==> config.mk <==
export PLATFORM = sky130hd
export DESIGN_NAME = escalonador
export DESIGN_NICKNAME = d
export VERILOG_FILES = /design/src/rtl/escalonador_pkg.sv /design/src/rtl/escalonador_rr_arbiter.sv /design/src/rtl/escalonador.sv
export SDC_FILE = /design/constraint.sdc
export NUM_CORES = 1
export LEC_CHECK = 0
export ABC_AREA = 1
export CORE_MARGIN = 4
export CORE_UTILIZATION = 45
export DETAILED_ROUTE_END_ITERATION = 6
export HOLD_SLACK_MARGIN = 0.08
export PLACE_DENSITY_LB_ADDON = 0.05
export SLEW_MARGIN = 30
export SYNTH_ARGS = -nofsm -noshare
export SYNTH_HDL_FRONTEND = slang
export SYNTH_SLANG_ARGS = --single-unit
==> constraint.sdc <==
create_clock -name clk -period 6.9 [get_ports clk]
set_input_delay 1.38 -clock clk [delete_from_list [all_inputs] [get_ports clk]]
set_output_delay 1.38 -clock clk [all_outputs]
set_load 0.01 [all_outputs]
==> src/rtl/escalonador_pkg.sv <==
// Shared types and constants for the round-robin process scheduler.
package escalonador_pkg;

  // Width of a process id on the external interface.
  localparam int PROC_ID_W = 10;

  // Largest number of process slots the scheduler is built for.
  localparam int NUM_PROC_MAX = 5;

  // Scheduler states.
  typedef enum logic [1:0] {
    IDLE,
    SELECT,
    SWITCH,
    RUN
  } state_t;

endpackage

==> src/rtl/escalonador_rr_arbiter.sv <==
// Combinational round-robin picker: finds the first candidate at or after
// the start id, wrapping around. Without the include flag the start id
// itself is only considered last.
module rr_arbiter
  import escalonador_pkg::*;
#(
  parameter int NUM_PROC = 5
) (
  input  logic [NUM_PROC-1:0]  i_cand,
  input  logic [PROC_ID_W-1:0] i_start,
  input  logic                 i_incl,
  output logic [PROC_ID_W-1:0] o_pick,
  output logic                 o_valid
);

  localparam logic [PROC_ID_W:0] N_EXT = (PROC_ID_W+1)'(NUM_PROC);

  logic [PROC_ID_W:0]    w_base;
  logic [PROC_ID_W:0]    w_ofs;
  logic [PROC_ID_W:0]    w_sum;
  logic [2*NUM_PROC-1:0] w_dbl;
  logic [NUM_PROC-1:0]   w_rot;

  // Rotate the candidate mask so the first id to try sits at bit 0, take
  // the lowest set bit, then rotate the result back into an absolute id.
  always_comb begin
    w_base = {1'b0, i_start} + {{PROC_ID_W{1'b0}}, ~i_incl};
    if (w_base >= N_EXT) w_base = w_base - N_EXT;
    w_dbl = {i_cand, i_cand} >> w_base;
    w_rot = w_dbl[NUM_PROC-1:0];
    w_ofs = '0;
    for (int j = NUM_PROC - 1; j >= 0; j--) begin
      if (w_rot[j]) w_ofs = (PROC_ID_W+1)'(j);
    end
    w_sum = w_base + w_ofs;
    if (w_sum >= N_EXT) w_sum = w_sum - N_EXT;
    o_pick  = w_sum[PROC_ID_W-1:0];
    o_valid = |i_cand;
  end

endmodule

==> src/rtl/escalonador.sv <==
// Round-robin process scheduler. Counts retired instructions of the running
// process and requests a context switch on quantum expiry, process end or
// process deactivation. Finished processes stay masked until their active
// bit drops.
// Optional: define ESCALONADOR_STATS_EN to add the trocas_cnt output that
// counts accepted context switches.
module escalonador
  import escalonador_pkg::*;
#(
  parameter int NUM_PROC  = 5,
  parameter int QUANTUM_W = 16
) (
  input  logic                 clk,
  input  logic                 reset,
  input  logic [NUM_PROC-1:0]  proc_ativo,
  input  logic [QUANTUM_W-1:0] quantum,
  input  logic                 instr_done,
  input  logic                 proc_fim,
  input  logic                 troca_ack,
  output logic                 troca_req,
  output logic [PROC_ID_W-1:0] hd_set,
  output logic [PROC_ID_W-1:0] processo_atual,
  output logic                 ocioso
`ifdef ESCALONADOR_STATS_EN
  ,
  output logic [15:0]          trocas_cnt
`endif
);

  state_t               r_state;
  logic                 r_trocaReq;
  logic [PROC_ID_W-1:0] r_hdSet;
  logic [PROC_ID_W-1:0] r_procAtual;
  logic                 r_ocioso;
  logic [QUANTUM_W-1:0] r_cnt;
  logic [NUM_PROC-1:0]  r_fimMask;
  logic                 r_first;
  logic                 r_needLoad;

  logic [NUM_PROC-1:0]  w_cand;
  logic [NUM_PROC-1:0]  w_curOneHot;
  logic                 w_curAtivo;
  logic [QUANTUM_W-1:0] w_qLast;
  logic [PROC_ID_W-1:0] w_pick;
  logic                 w_pickValid;

  assign w_cand      = proc_ativo & ~r_fimMask;
  assign w_curOneHot = NUM_PROC'(1) << r_procAtual;
  assign w_curAtivo  = |(proc_ativo & w_curOneHot);
  // A zero quantum behaves as one, so the last count is 0 in that case.
  assign w_qLast     = (quantum == '0) ? '0 : quantum - QUANTUM_W'(1);

  rr_arbiter #(
    .NUM_PROC (NUM_PROC)
  ) u_arbiter (
    .i_cand  (w_cand),
    .i_start (r_procAtual),
    .i_incl  (r_first),
    .o_pick  (w_pick),
    .o_valid (w_pickValid)
  );

  // Scheduler FSM with registered outputs, slice counter and finish mask.
  always_ff @(posedge clk or negedge reset) begin
    if (!reset) begin
      r_state     <= IDLE;
      r_trocaReq  <= 1'b0;
      r_hdSet     <= '0;
      r_procAtual <= '0;
      r_ocioso    <= 1'b1;
      r_cnt       <= '0;
      r_fimMask   <= '0;
      r_first     <= 1'b1;
      r_needLoad  <= 1'b1;
    end else begin
      r_fimMask <= r_fimMask & proc_ativo;
      unique case (r_state)
        IDLE: begin
          if (|w_cand) begin
            r_state  <= SELECT;
            r_ocioso <= 1'b0;
          end
        end
        SELECT: begin
          if (!w_pickValid) begin
            r_state    <= IDLE;
            r_ocioso   <= 1'b1;
            r_needLoad <= 1'b1;
          end else begin
            r_first <= 1'b0;
            if ((w_pick == r_procAtual) && !r_needLoad) begin
              r_cnt   <= '0;
              r_state <= RUN;
            end else begin
              r_hdSet    <= w_pick;
              r_trocaReq <= 1'b1;
              r_state    <= SWITCH;
            end
          end
        end
        SWITCH: begin
          if (troca_ack) begin
            r_procAtual <= r_hdSet;
            r_trocaReq  <= 1'b0;
            r_cnt       <= '0;
            r_needLoad  <= 1'b0;
            r_state     <= RUN;
          end
        end
        RUN: begin
          if (proc_fim) begin
            r_fimMask <= (r_fimMask | w_curOneHot) & proc_ativo;
            r_cnt     <= '0;
            r_state   <= SELECT;
          end else if (!w_curAtivo) begin
            r_cnt   <= '0;
            r_state <= SELECT;
          end else if (instr_done) begin
            if (r_cnt >= w_qLast) begin
              r_cnt   <= '0;
              r_state <= SELECT;
            end else begin
              r_cnt <= r_cnt + QUANTUM_W'(1);
            end
          end
        end
        default: r_state <= IDLE;
      endcase
    end
  end

  assign troca_req      = r_trocaReq;
  assign hd_set         = r_hdSet;
  assign processo_atual = r_procAtual;
  assign ocioso         = r_ocioso;

`ifdef ESCALONADOR_STATS_EN
  logic [15:0] r_trocasCnt;

  // Count every handshake the control unit accepts; wraps naturally.
  always_ff @(posedge clk or negedge reset) begin
    if (!reset) begin
      r_trocasCnt <= '0;
    end else if ((r_state == SWITCH) && troca_ack) begin
      r_trocasCnt <= r_trocasCnt + 16'd1;
    end
  end

  assign trocas_cnt = r_trocasCnt;
`endif

endmodule

=== Word-level counts from Yosys, hierarchy flattened ===
Index checks and enable logic that the tools add are counted.

* $lt $le $gt $ge: 3
* Bitwise logic cells: 8
* Equal/unequal tests: 12
* Reductions and logical operators: 17
* Multiplexer cells: 35
* Add/sub/neg operators: 6
* Shift-type cells: 2

{| class="wikitable"
|+ Operators by type and width
! kind !! number
|-
| 16-bit two-way mux || 8
|-
| 16-bit case mux with 3 select lines || 1
|-
| 11-bit by 3-bit greater-or-equal comparator with 1-bit output (second input constant) || 2
|-
| 5-bit AND || 4
|-
| 16-bit by 1-bit adder with 16-bit output (second input constant) || 1
|-
| 16-bit greater-or-equal comparator || 1
|-
| 16-bit zero test || 1
|-
| 16-bit by 1-bit subtractor with 16-bit output (second input constant) || 1
|-
| 3-bit two-way mux || 5
|-
| 2-bit two-way mux || 7
|-
| 2-bit inequality test (second input constant) || 6
|-
| 10-bit by 1-bit adder with 11-bit output || 1
|-
| 11-bit by 3-bit adder with 11-bit output || 1
|-
| 11-bit two-way mux || 1
|-
| 10-bit by 11-bit right shift with 5-bit output || 1
|-
| 11-bit by 3-bit subtractor with 11-bit output (second input constant) || 1
|-
| 10-bit == test || 1
|-
| 10-bit two-way mux || 1
|-
| 5-bit two-way mux || 2
|-
| 5-bit OR reduction || 2
|-
| 1-bit by 10-bit << shifter with 5-bit output (first input constant) || 1
|-
| 10-bit by 3-bit subtractor with 10-bit output (second input constant) || 1
|-
| 3-bit AND reduction || 3
|-
| 4-bit inequality test (second input constant) || 2
|-
| 16 further kinds || 28
|}

* Output and inout port bits: 22
* Input bits: 26
* Word-level logic and storage cells: 92
* Register bits after elaboration: 47

=== Logic depth before layout (Yosys ltp) ===
Gate-level depths: netlist (run 1).

* Depth after elaboration: 18
* Mapped depth: 56
* Gate-level depth less buffers: 55

=== Hierarchy ===
Synthesis (run 1) repeated with hierarchy kept, for this count alone.

* Cell total of the unflattened synthesis: 821
* Area total of the unflattened synthesis: 5371.4 um2

{| class="wikitable"
|+ By module, submodules not included
! module !! cells each !! area each (um2) !! instances
|-
| escalonador || 514 || 3676.0 || 1
|-
| rr_arbiter || 307 || 1695.4 || 1
|}

=== Least setup slack after synthesis (run 1) ===
OpenSTA, ideal clock, no wires.

* Path kind: reg-to-reg
* Start: reg r_first
* End: reg r_cnt[8]
* Path slack: 0.786 ns
* Data arrival time: 5.997 ns
* Library setup time: 0.117 ns
* Buffers on the path: 4
* Required time: 6.783 ns
* Cell stages (with the launch flop): 50
* Cell sequence: dfstp_2 inv_1 ha_1 ha_1 nand2_1 inv_1 nor2_2 nand2_1 nand3_2 nor2_1 nand2_1 nor2_2 nand2_2 buf_6 buf_6 xor2_1 inv_1 nand2_1 [14 not listed] nor2_2 nand2_2 nand2_1 nand2_2 nor2_4 nand3_1 nor2_2 nand3_2 buf_6 nand3_1 nand2_2 nor3_4 nand3_4 nand2_4 nand2_4 buf_6 nand2_1 nand2_1

* Word-level cells in the longest chain between the ends: 17
* Elaborated cells on any way between the ends: 19
* Classes of those cells: 4 x add/sub; 2 x order compare; 2 x eq/ne; 1 x shift; 7 x mux; 1 x bitwise; 2 x reduce/logical

{| class="wikitable"
|+ RTL lines
! item !! line !! RTL
|-
| start, declared || escalonador.sv:37 || <nowiki>logic r_first;</nowiki>
|-
| start signal, assigned || escalonador.sv:73 || <nowiki>r_first <= 1'b1;</nowiki>
|-
| start signal, assigned || escalonador.sv:90 || <nowiki>r_first <= 1'b0;</nowiki>
|-
| 1-bit NOT (*) || escalonador_rr_arbiter.sv:27 || <nowiki>w_base = {1'b0, i_start} + {{PROC_ID_W{1'b0}}, ~i_incl};</nowiki>
|-
| 10-bit by 1-bit adder with 11-bit output (*) || escalonador_rr_arbiter.sv:27 ||
|-
| 11-bit by 3-bit subtractor with 11-bit output or 11-bit by 3-bit greater-or-equal comparator with 1-bit output (tied branches) || escalonador_rr_arbiter.sv:28 || <nowiki>if (w_base >= N_EXT) w_base = w_base - N_EXT;</nowiki>
|-
| 11-bit two-way mux (*) || escalonador_rr_arbiter.sv:28 ||
|-
| 10-bit by 11-bit right shift with 5-bit output || escalonador_rr_arbiter.sv:29 || <nowiki>w_dbl = {i_cand, i_cand} >> w_base;</nowiki>
|-
| 3-bit two-way mux (5 in series) || escalonador_rr_arbiter.sv:33 || <nowiki>if (w_rot[j]) w_ofs = (PROC_ID_W+1)'(j);</nowiki>
|-
| 11-bit by 3-bit adder with 11-bit output (*) || escalonador_rr_arbiter.sv:35 || <nowiki>w_sum = w_base + w_ofs;</nowiki>
|-
| 10-bit by 3-bit subtractor with 10-bit output or 11-bit by 3-bit greater-or-equal comparator with 1-bit output (tied branches) || escalonador_rr_arbiter.sv:36 || <nowiki>if (w_sum >= N_EXT) w_sum = w_sum - N_EXT;</nowiki>
|-
| 10-bit two-way mux (*) || escalonador_rr_arbiter.sv:36 ||
|-
| 10-bit == test (*) || escalonador.sv:91 || <nowiki>if ((w_pick == r_procAtual) && !r_needLoad) begin</nowiki>
|-
| 1-bit logical AND (*) || escalonador.sv:91 ||
|-
| 2-bit inequality test (no line) (*) || n/a ||
|-
| 5-bit AND reduction (no line) (*) || n/a ||
|-
| end signal, assigned || escalonador.sv:123 || <nowiki>r_cnt <= r_cnt + QUANTUM_W'(1);</nowiki>
|-
| end, declared || escalonador.sv:35 || <nowiki>logic [QUANTUM_W-1:0] r_cnt;</nowiki>
|}

Every way passes the cells marked *; elsewhere a longest branch is shown, timed or not.
A chain may end at the register's enable or synchronous reset.

=== Worst setup path after layout (run 1) ===
* Start: reg r_first
* End: reg r_cnt[10]

The elaborated chain is that of the path after synthesis.

==> metrics.txt, run 1 <==
Peak Freq=153 MHz; delay-heaviest family, CP=simple AND/OR/NAND/NOR gates; clk_lat worst skew=0.29 ns; Mapped Nets=897; core area=11400 µm²; H-Tree Depth=2; final worst-path cycle share=0.950; vias in the first global route=5146; die area=13500 µm²; end of the worst register-to-register path=r_cnt[10]; Max-Cap Viols=0; Seq/Total Area, Yosys=0.224; layout cells sized above 1=0.148; first-pass GRT wire length=24600 µm; Worst Path Buf+Inv=8; # DRC=0; area leader, netlist=dfrtp_1; CP Depth=45; Routed WL=15400 µm; Area contributors post-synth=dfrtp_1 (21%), nand2_1 (17%), nand3_1 (9.1%); Yosys reg bits=47; CP max-delay cell=dfstp_2; Mean Syn Cell Area=6.28 µm²; io pins=48; Post-Synthesis Cells=838; CP Data Arrival Time=6.73 ns; via count=5541; setup TNS=0 ns; worst-case clock skew=0.00737 ns; WL/cell=14.8 µm; Crit path largest cell delay=0.52 ns; total CTS buffers=5; IO buf count=47; gr usage total=0.227; worst hold path startpoint=r_fimMask[4]; Die Height=116 µm; Critical Path RT=7.08 ns; Min-Delay Path Class=reg -> reg; yosys warns=0; NumNets Final=959; antenna fix cells=0; Layout area overhead=20.0%; r2r startpoint=r_first; Final ANT Viol Nets=0; Tmin final=6.55 ns; unique cell type count in the Yosys netlist=48; Die Span X=116 µm; largest net degree at the start of global routing=48; Final setup viols=0; Area after DPL=5920 µm²; final RePlAce weighted congestion=0.958; crit path to=r_cnt[10]; initial antenna violation count=0; Crit Path Max Fanout=16; Final Hold Viols=0; area fraction of the dominant cell type after synthesis=0.209; Tightest Pin Transition=0.803 ns; Post-CTS Hold Fix Bufs=0; clk root buf=clkbuf_16; standard-cell rows=39; Post-Place Cells=1026; Reg2Reg Setup Slack=0.35 ns; Max-slew headroom=0.463; Setup crit start=r_first; hpwl dp=12000 µm; 1st-iter DRT viols=307; first drt pass iteration count=5; post-route insts no fill=1043; Initial Utilization=0.461; clk slew on worst S/H paths=0.06 ns; via/cell ratio=5.31; gr ovfl total=0; TritonCTS Sinks=47; CP endpoint kind=flop; fin area=6310 µm²; CP Launch Type=flop; cell count of the worst reg-to-reg path=45; Slew Limit Fails=0; WS Path Type=reg -> reg; Most common cell on crit path=nand2_1; CTS Buffer Depth=2; TritonCTS clock tree=done; Synth Cell Area=5260 µm²; status=finished, final reports clean
## cells by family after synthesis
group	count (synthesis)	share of synthesized area
muxes	1	0.00214
AOI/OAI and AO/OA	72	0.0769
xor gates and xnor gates	32	0.0547
and+or+nand+nor	528	0.465
buffers and inverters	125	0.0968
adders and majority gates	33	0.0799
DFF	47	0.224
## stage by stage
stage | utilization | worst slack [ns] | hold slack (ns)
finish | 0.552 | 0.347 | 0.483
global route | 0.552 | -0.0796 | 0.492
CTS | 0.532 | 0.0322 | 0.482
detailed placement | 0.519 | -0.0169 | 0.465
global placement | 0.518 | 0.177 | 0.448
floorplan | - | 0.786 | 0.440
## sequential cells by signal (all words and copies together), names as in the netlist
signal          flops
r_cnt              16
ocioso              1
r_fimMask           5
hd_set             10
processo_atual     10
r_needLoad          1
r_state             2
troca_req           1
r_first             1
## cell usage after synthesis, drive strengths merged
library cell / n
nand2: 259
nor2: 108
inv: 106
nand3: 102
o21ai: 48
dfrtp: 44
ha: 32
xor2: 25
nor3: 20
nand4: 18
a21oi: 8
buf: 8
or2: 8
clkbuf: 7
xnor2: 7
nor4: 6
clkinv: 4
nand3b: 4
o211ai: 4
a21boi: 3
dfstp: 3
o22ai: 3
a31oi: 2
nor3b: 2
a21o: 1
a2bb2oi: 1
and2: 1
fa: 1
mux2: 1
o2111ai: 1
o21bai: 1
## metal layers
| layer | vias up | global-route usage | routed length (µm) |
|---|---|---|---|
| met5 | - | 0 | 0 |
| met4 | 0 | 0.0696 | 342 |
| met2 | 139 | 0.402 | 7570 |
| li1 | 2820 | - | - |
| met1 | 2558 | 0.282 | 6760 |
| met3 | 24 | 0.0383 | 742 |
## tightest hold or removal path: cells and delay by family (launching register included)
family	cells	cell delay, ns
compound gates	1	0.06
flops	1	0.34
simple gates	1	0.05
## worst min path at each step
stage / slack [ns] / depth (start not counted) / end
final: 0.48 / 2 / r_fimMask[4]
after global placement: 0.45 / 2 / r_first
after CTS: 0.48 / 2 / troca_req
after detailed placement: 0.46 / 2 / troca_req
after floorplan: 0.44 / 2 / r_first
after global routing: 0.49 / 2 / troca_req
## cell usage in the layout, fill, tap and decap left out, drive strengths merged, types with 2 or more instances in the layout
| cell type | count |
|---|---|
| xor2 | 25 |
| clkbuf | 6 |
| ha | 32 |
| nand3b | 4 |
| or2 | 8 |
| o211ai | 4 |
| nor2 | 108 |
| a21oi | 8 |
| o22ai | 3 |
| nand3 | 102 |
| nor4 | 6 |
| nand4 | 18 |
| clkinv | 5 |
| inv | 106 |
| dfstp | 3 |
| nor3b | 2 |
| a21boi | 3 |
| clkdlybuf4s50 | 46 |
| a31oi | 2 |
| xnor2 | 7 |
| buf | 24 |
| dfrtp | 44 |
| o21ai | 48 |
| nor3 | 20 |
| nand2 | 259 |
## what timing repair did
item,in CTS,in global routing
pin swaps,0,13
setup endpoints to repair,16,28
gates resized for setup,1,49
setup buffers,0,10
## cell type report
class,count,area (µm²)
inverters,110,414
fillers,1120,5110
clock buffers,6,139
repair buffers,70,663
clock inverters,1,5.00
flip-flops and latches,47,1180
multi-input cells,666,3730
well taps,143,179
Power of run 1 is not shown: default switching activity piles up to over one toggle a cycle in this logic, so the estimate is an artifact.
==> run 2, diff against run 1 <==
- clock period: 6.9 -> 6.7 ns (I/O delays scaled with it)
==> run 2 against run 1 <==
Compared with the run above:
- sequential share of layout area is 0.61 points lower
- die area stayed put
- worst setup slack better by 0.067 ns
- sequential cell count stayed put
- final cell count is 0.67% higher
- critical path type unchanged
- critical endpoint is now r_cnt[12]
- largest cell class unchanged
==> metrics.txt, run 2 (synthesis gave the netlist of run 1 again) <==
Die Span X=116 µm (unchanged); H-Tree Depth=2 (unchanged); Peak Freq=159 MHz (+4.3%); Final Hold Viols=0 (unchanged); IO buf count=47 (unchanged); Final ANT Viol Nets=0 (unchanged); Layout area overhead=24.1%; standard-cell rows=39 (unchanged); fillers=1111 (-0.80%); CTS Buffer Depth=2 (unchanged); Tightest Pin Transition=0.949 ns (+0.146 ns); TritonCTS Sinks=47 (unchanged); 1st-iter DRT viols=351 (+14%); Tmin final=6.29 ns (-0.267 ns); io pins=48 (unchanged); final core utilization=0.572 (+0.0192); CP endpoint kind=flop; total CTS buffers=5 (unchanged); status=finished, final reports clean; via/cell ratio=5.39 (+1.5%); post-route insts no fill=1050 (+0.67%); Initial Utilization=0.461 (unchanged); initial antenna violation count=0 (unchanged); Most common cell on crit path=nand2_1; Max-Cap Viols=0 (unchanged); clk root buf=clkbuf_16; Die Height=116 µm (unchanged); Routed WL=16100 µm (+4.7%); CP max-delay cell=dfstp_2; setup TNS=0 ns (unchanged); vias in the first global route=5307 (+3.1%); final RePlAce weighted congestion=0.953 (-0.52%); core area=11400 µm² (unchanged); gr ovfl total=0 (unchanged); Crit Path Max Fanout=8 (-8); max FFs per register=16 (unchanged); clk slew on worst S/H paths=0.07 ns (about the same); most flop-heavy register=r_cnt; antenna fix cells=0 (unchanged); clk_lat worst skew=0.29 ns (about the same); gr usage total=0.236 (+0.00929); hpwl dp=12100 µm (+0.91%); final worst-path cycle share=0.938 (-0.0115); largest net degree at the start of global routing=48 (unchanged); WL/cell=15.4 µm (+4.0%); Final setup viols=0 (unchanged); CP Data Arrival Time=6.50 ns (-0.23 ns); die area=13500 µm² (unchanged); Crit path largest cell delay=0.51 ns (about the same); # DRC=0 (unchanged); via count=5661 (+2.2%); NumNets Final=965 (+0.63%); Post-Place Cells=1027 (+0.097%); TritonCTS clock tree=done; WS Path Type=reg -> reg; Critical Path RT=6.92 ns (-0.16 ns); first-pass GRT wire length=25700 µm (+4.6%); commonest non-fill, non-tap cells in the layout=nand2_1 (210), inv_1 (98), nand3_1 (92); Min-Delay Path Class=reg -> reg; CP Launch Type=flop; worst-case clock skew=0.00778 ns (+0.000412 ns); layout cells sized above 1=0.175 (+0.0275); Max-slew headroom=0.365 (-0.0977); first drt pass iteration count=5 (unchanged); Slew Limit Fails=0 (unchanged); commonest non-fill, non-tap cell in the layout=nand2_1
-- run 2: cell types whose count changed in the layout (fill, tap and decap cells not counted), sizes merged --
cell	delta
buf	+3
nand2	+1
clkbuf	+1
nand3	+1
clkinv	-1
bufinv	+2
-- run 2: timing repair --
| item | in CTS | in global routing |
|---|---|---|
| gates resized for setup | 0 | 72 |
| endpoints found under the setup margin | 0 | 28 |
| hold buffers | 0 | 0 |
| buffers inserted | 0 | 12 |
| endpoints found under the hold margin | 0 | 0 |
-- run 2: critical path: cells and delay by family, from the launching register on --
kind	cells	cell delay [ns]
AOI/OAI and AO/OA	5	0.52
and+or+nand+nor	29	3.42
xor gates and xnor gates	1	0.29
buffers and inverters	9	0.75
DFF	1	0.51
adders and majority gates	3	0.71
-- run 2: worst paths after layout --
kind / end / depth (start not counted) / slack [ns] / startpoint
worst min-delay path: troca_req / 2 / 0.48 / troca_req
worst max-delay path: r_cnt[12] / 47 / 0.41 / r_first
max in group asynchronous: processo_atual[1] / 2 / 5.05 / reset
min in group asynchronous: r_cnt[3] / 2 / 1.17 / reset
worst min register to register: troca_req / 2 / 0.48 / troca_req
worst max register to register: r_cnt[12] / 47 / 0.41 / r_first
-- run 2: metal layers --
metal | part of all wire | global-route usage | wire length, µm
met1 | 0.43 | 0.306 | 7020
met5 | 0 | 0 | 0
met2 | 0.50 | 0.425 | 8120
met3 | 0.047 | 0.0285 | 765
met4 | 0.014 | 0.0472 | 228
-- run 2: area by class of cell --
| cell class | count | area, µm² | share of cell area |
|---|---|---|---|
| Clock buffer | 6 | 129 | 0.0197 |
| Clock inverter | 2 | 60.1 | 0.00920 |
| Inverter | 110 | 414 | 0.0634 |
| Multi-Input combinational cell | 668 | 3870 | 0.592 |
| Sequential cell | 47 | 1180 | 0.181 |
| Tap cell | 143 | 179 | 0.0274 |
| Timing Repair Buffer | 74 | 698 | 0.107 |
-- run 2: metrics by stage --
| step | worst slack, ns | hold WS, ns | cell area, µm² |
|---|---|---|---|
| final | 0.414 | 0.478 | 6530 |
| after global routing | -0.165 | 0.520 | 6530 |
| after CTS | 0.0230 | 0.474 | 6120 |
| after detailed placement | 0.0358 | 0.464 | 5930 |
| after global placement | 0.164 | 0.449 | 5930 |
| after floorplan | 0.586 | 0.440 | 5260 |
Power of run 2 is left out for the same reason.
==> run 3, diff against run 2 <==
- ABC_AREA: 1 -> default
==> run 3 against run 2 <==
Compared with the run above:
- the run now ends with setup timing left
- register-to-register slack lost 0.91 ns
- wire length grew 3.2%
- first-iteration DRC count grew 32%
- critical path type unchanged
- critical endpoint is now r_cnt[11]
- highest routed layer unchanged
==> metrics.txt, run 3 <==
gr ovfl total=0 (unchanged); standard-cell rows=39 (unchanged); final worst-path cycle share=1.07 (+0.136); EDFF count, synth=0 (unchanged); vias in the first global route=5514 (+3.9%); Final Hold Viols=0 (unchanged); WL/cell=17.1 µm (+11%); most common cell in the synthesized netlist=nor2_1; gr usage total=0.250 (+0.0134); Die Span X=116 µm (+0.20%); Routed WL=16600 µm (+3.2%); Max-slew headroom=0.568 (+0.203); Mapped Nets=702 (-22%); Final ANT Viol Nets=0 (unchanged); status=finished with violations; Post-Synthesis Cells=643 (-23%); Compound-Gate Fraction of Synth Area=0.239 (+0.162); largest family of logic cells by synthesized area=simple AND/OR/NAND/NOR gates; FFs w/ async S/R, synth=1.00 (unchanged); Yosys reg bits=47 (unchanged); NumNets Final=887 (-8.1%); Synth Cell Area=5280 µm² (+0.43%); delay-heaviest family, CP=simple AND/OR/NAND/NOR gates; Critical Path RT=6.93 ns (about the same); r2r startpoint=r_first; die area=13500 µm² (+0.41%); initial antenna violation count=0 (unchanged); register area=1180 µm² (unchanged); Setup crit start=r_first; commonest non-fill, non-tap cell in the layout=buf_4; Synth Area in Adders=0.0796 (-0.000341); antenna fix cells=0 (unchanged); CP Data Arrival Time=7.43 ns (+0.93 ns); Synth Area in Simple Gates=0.277 (-0.188); clk_lat worst skew=0.30 ns (about the same); RSZ-0062 raised after global routing=yes; unique cell type count in the Yosys netlist=88 (+83%); Die Height=116 µm (+0.20%); Worst Hold Path Cells=1 (-1); first-pass GRT wire length=26900 µm (+4.8%); total CTS buffers=5 (unchanged); Tightest Pin Transition=0.638 ns (-0.310 ns); CP max-delay cell=or4_4; fillers=974 (-12%); worst-case clock skew=0.00670 ns (-0.00108 ns); first drt pass iteration count=4 (-1); largest net degree at the start of global routing=48 (unchanged); Initial Utilization=0.461 (about the same); Crit path largest cell delay=0.59 ns (+0.08 ns); area fraction of the dominant cell type after synthesis=0.208 (-0.000893); Reg2Reg Setup Slack=-0.50 ns (-0.91 ns); Most common cell on crit path=inv_2; synth cell count leaders=nor2_1 (68), nand2_1 (53), dfrtp_1 (44); violated checks=setup timing; Tmin final=7.20 ns (+0.910 ns); Mean Syn Cell Area=8.21 µm² (+31%); # DRC=0 (unchanged); Post-CTS Hold Fix Bufs=0 (unchanged); TritonCTS clock tree=done; post-synthesis xor/xnor area fraction=0.0782 (+0.0235); setup TNS=-11.55 ns (-11.55 ns); most flop-heavy register=r_cnt; WS Path Type=reg -> reg; clk root buf=clkbuf_16; io pins=48 (unchanged); area leader, netlist=dfrtp_1; multi-input logic area=4200 µm² (+8.5%); clk slew on worst S/H paths=0.07 ns (about the same); post-route insts no fill=972 (-7.4%); Area contributors post-synth=dfrtp_1 (21%), ha_1 (7.6%), nor2_1 (4.8%); final RePlAce weighted congestion=0.934 (-2.1%); CP Depth=33 (-30%); 1st-iter DRT viols=463 (+32%); commonest non-fill, non-tap cells in the layout=buf_4 (152), nor2_1 (66), nand2_1 (52); CP endpoint kind=flop; cell count of the worst reg-to-reg path=33 (-30%); setup ws final=-0.496 ns (-0.910 ns); crit path to=r_cnt[11]; Slew Limit Fails=0 (unchanged); Max-Cap Viols=0 (unchanged); Seq/Total Area, Yosys=0.223 (-0.000957); Peak Freq=139 MHz (-13%); Worst Path Buf+Inv=6 (-3); layout cells sized above 1=0.337 (+0.161); mux cell area share after synthesis=0.0583 (+0.0561); H-Tree Depth=2 (unchanged); Post-Place Cells=946 (-7.9%); CTS Buffer Depth=2 (unchanged); TritonCTS Sinks=47 (unchanged); IO buf count=47 (unchanged); Crit Path Max Fanout=11 (+3); end of the worst register-to-register path=r_cnt[11]; Setup WS pre-CTS=-0.756 ns (-0.792 ns); Min-Delay Path Class=reg -> reg; ys flop type=dfrtp_1; hpwl dp=13200 µm (+9.2%); Layout area overhead=41.4%; Final setup viols=28 (+28); CP Launch Type=flop; core area=11500 µm² (+0.43%); via/cell ratio=5.73 (+6.4%); yosys warns=0 (unchanged); max FFs per register=16 (unchanged); via count=5574 (-1.5%)
## run 3: changes by cell type in the layout (fill, tap and decap cells not counted), moves of 15 or more
cell / previous run / this run
nor2_1: 87 / 66
nand2_2: 42 / 1
nand2_1: 210 / 52
a21o_1: 1 / 25
buf_4: 25 / 152
a21oi_1: 7 / 29
inv_1: 98 / 19
xnor2_1: 7 / 22
nand3_1: 92 / 20
## run 3: area by class of cell
class	instances	area share
sequential	47	0.158
inverter	23	0.0119
clock inverter	3	0.00268
multi-input combinational	546	0.562
timing repair buffer	205	0.225
clock buffer	5	0.0168
tap	143	0.0240
## run 3: per-layer routing
metal	vias to the layer above	track usage	wire length (µm)
li1	2738	-	-
met1	2680	0.310	7030
met2	119	0.444	8610
met3	37	0.0264	472
met4	0	0.0959	539
met5	-	0	0
## run 3: worst min path at each step
stage / startpoint / endpoint / slack [ns]
2_1_floorplan: r_first / r_first / 0.45
3_3_place_gp: r_fimMask[2] / r_fimMask[2] / 0.47
3_5_place_dp: r_fimMask[2] / r_fimMask[2] / 0.47
4_1_cts: r_fimMask[2] / r_fimMask[2] / 0.49
5_1_grt: r_fimMask[2] / r_fimMask[2] / 0.51
6_report: r_fimMask[2] / r_fimMask[2] / 0.49
## run 3: through the flow
stage	area (µm²)	hold slack, ns	utilization
floorplan	5410	0.452	-
global placement	6930	0.466	0.604
detailed placement	6930	0.471	0.605
CTS	7320	0.487	0.638
global route	7470	0.505	0.651
finish	7470	0.487	0.651
## run 3: timing repair
action,CTS,global route
gates cloned,1,0
hold endpoints to repair,0,0
resized for setup,32,27
pin swaps,26,27
buffers inserted,13,5
setup endpoints to repair,28,28
## run 3: cells by family (layout without fill, tap and decap cells)
logic type | count (synthesis) | count (layout)
and+or+nand+nor | 268 | 268
AOI/OAI and AO/OA | 176 | 176
buffers and inverters | 50 | 236
DFF | 47 | 47
xor gates and xnor gates | 43 | 43
adders and majority gates | 33 | 33
muxes | 26 | 26
## run 3: worst reg2reg max path, delay by kind of cell (launching register included)
| family | cells | cell delay [ns] |
|---|---|---|
| muxes | 1 | 0.31 |
| DFF | 1 | 0.53 |
| and+or+nand+nor | 8 | 2.41 |
| adders and majority gates | 4 | 0.92 |
| AOI/OAI and AO/OA | 14 | 2.38 |
| buffers and inverters | 6 | 0.58 |
Power of run 3 is left out for the same reason.
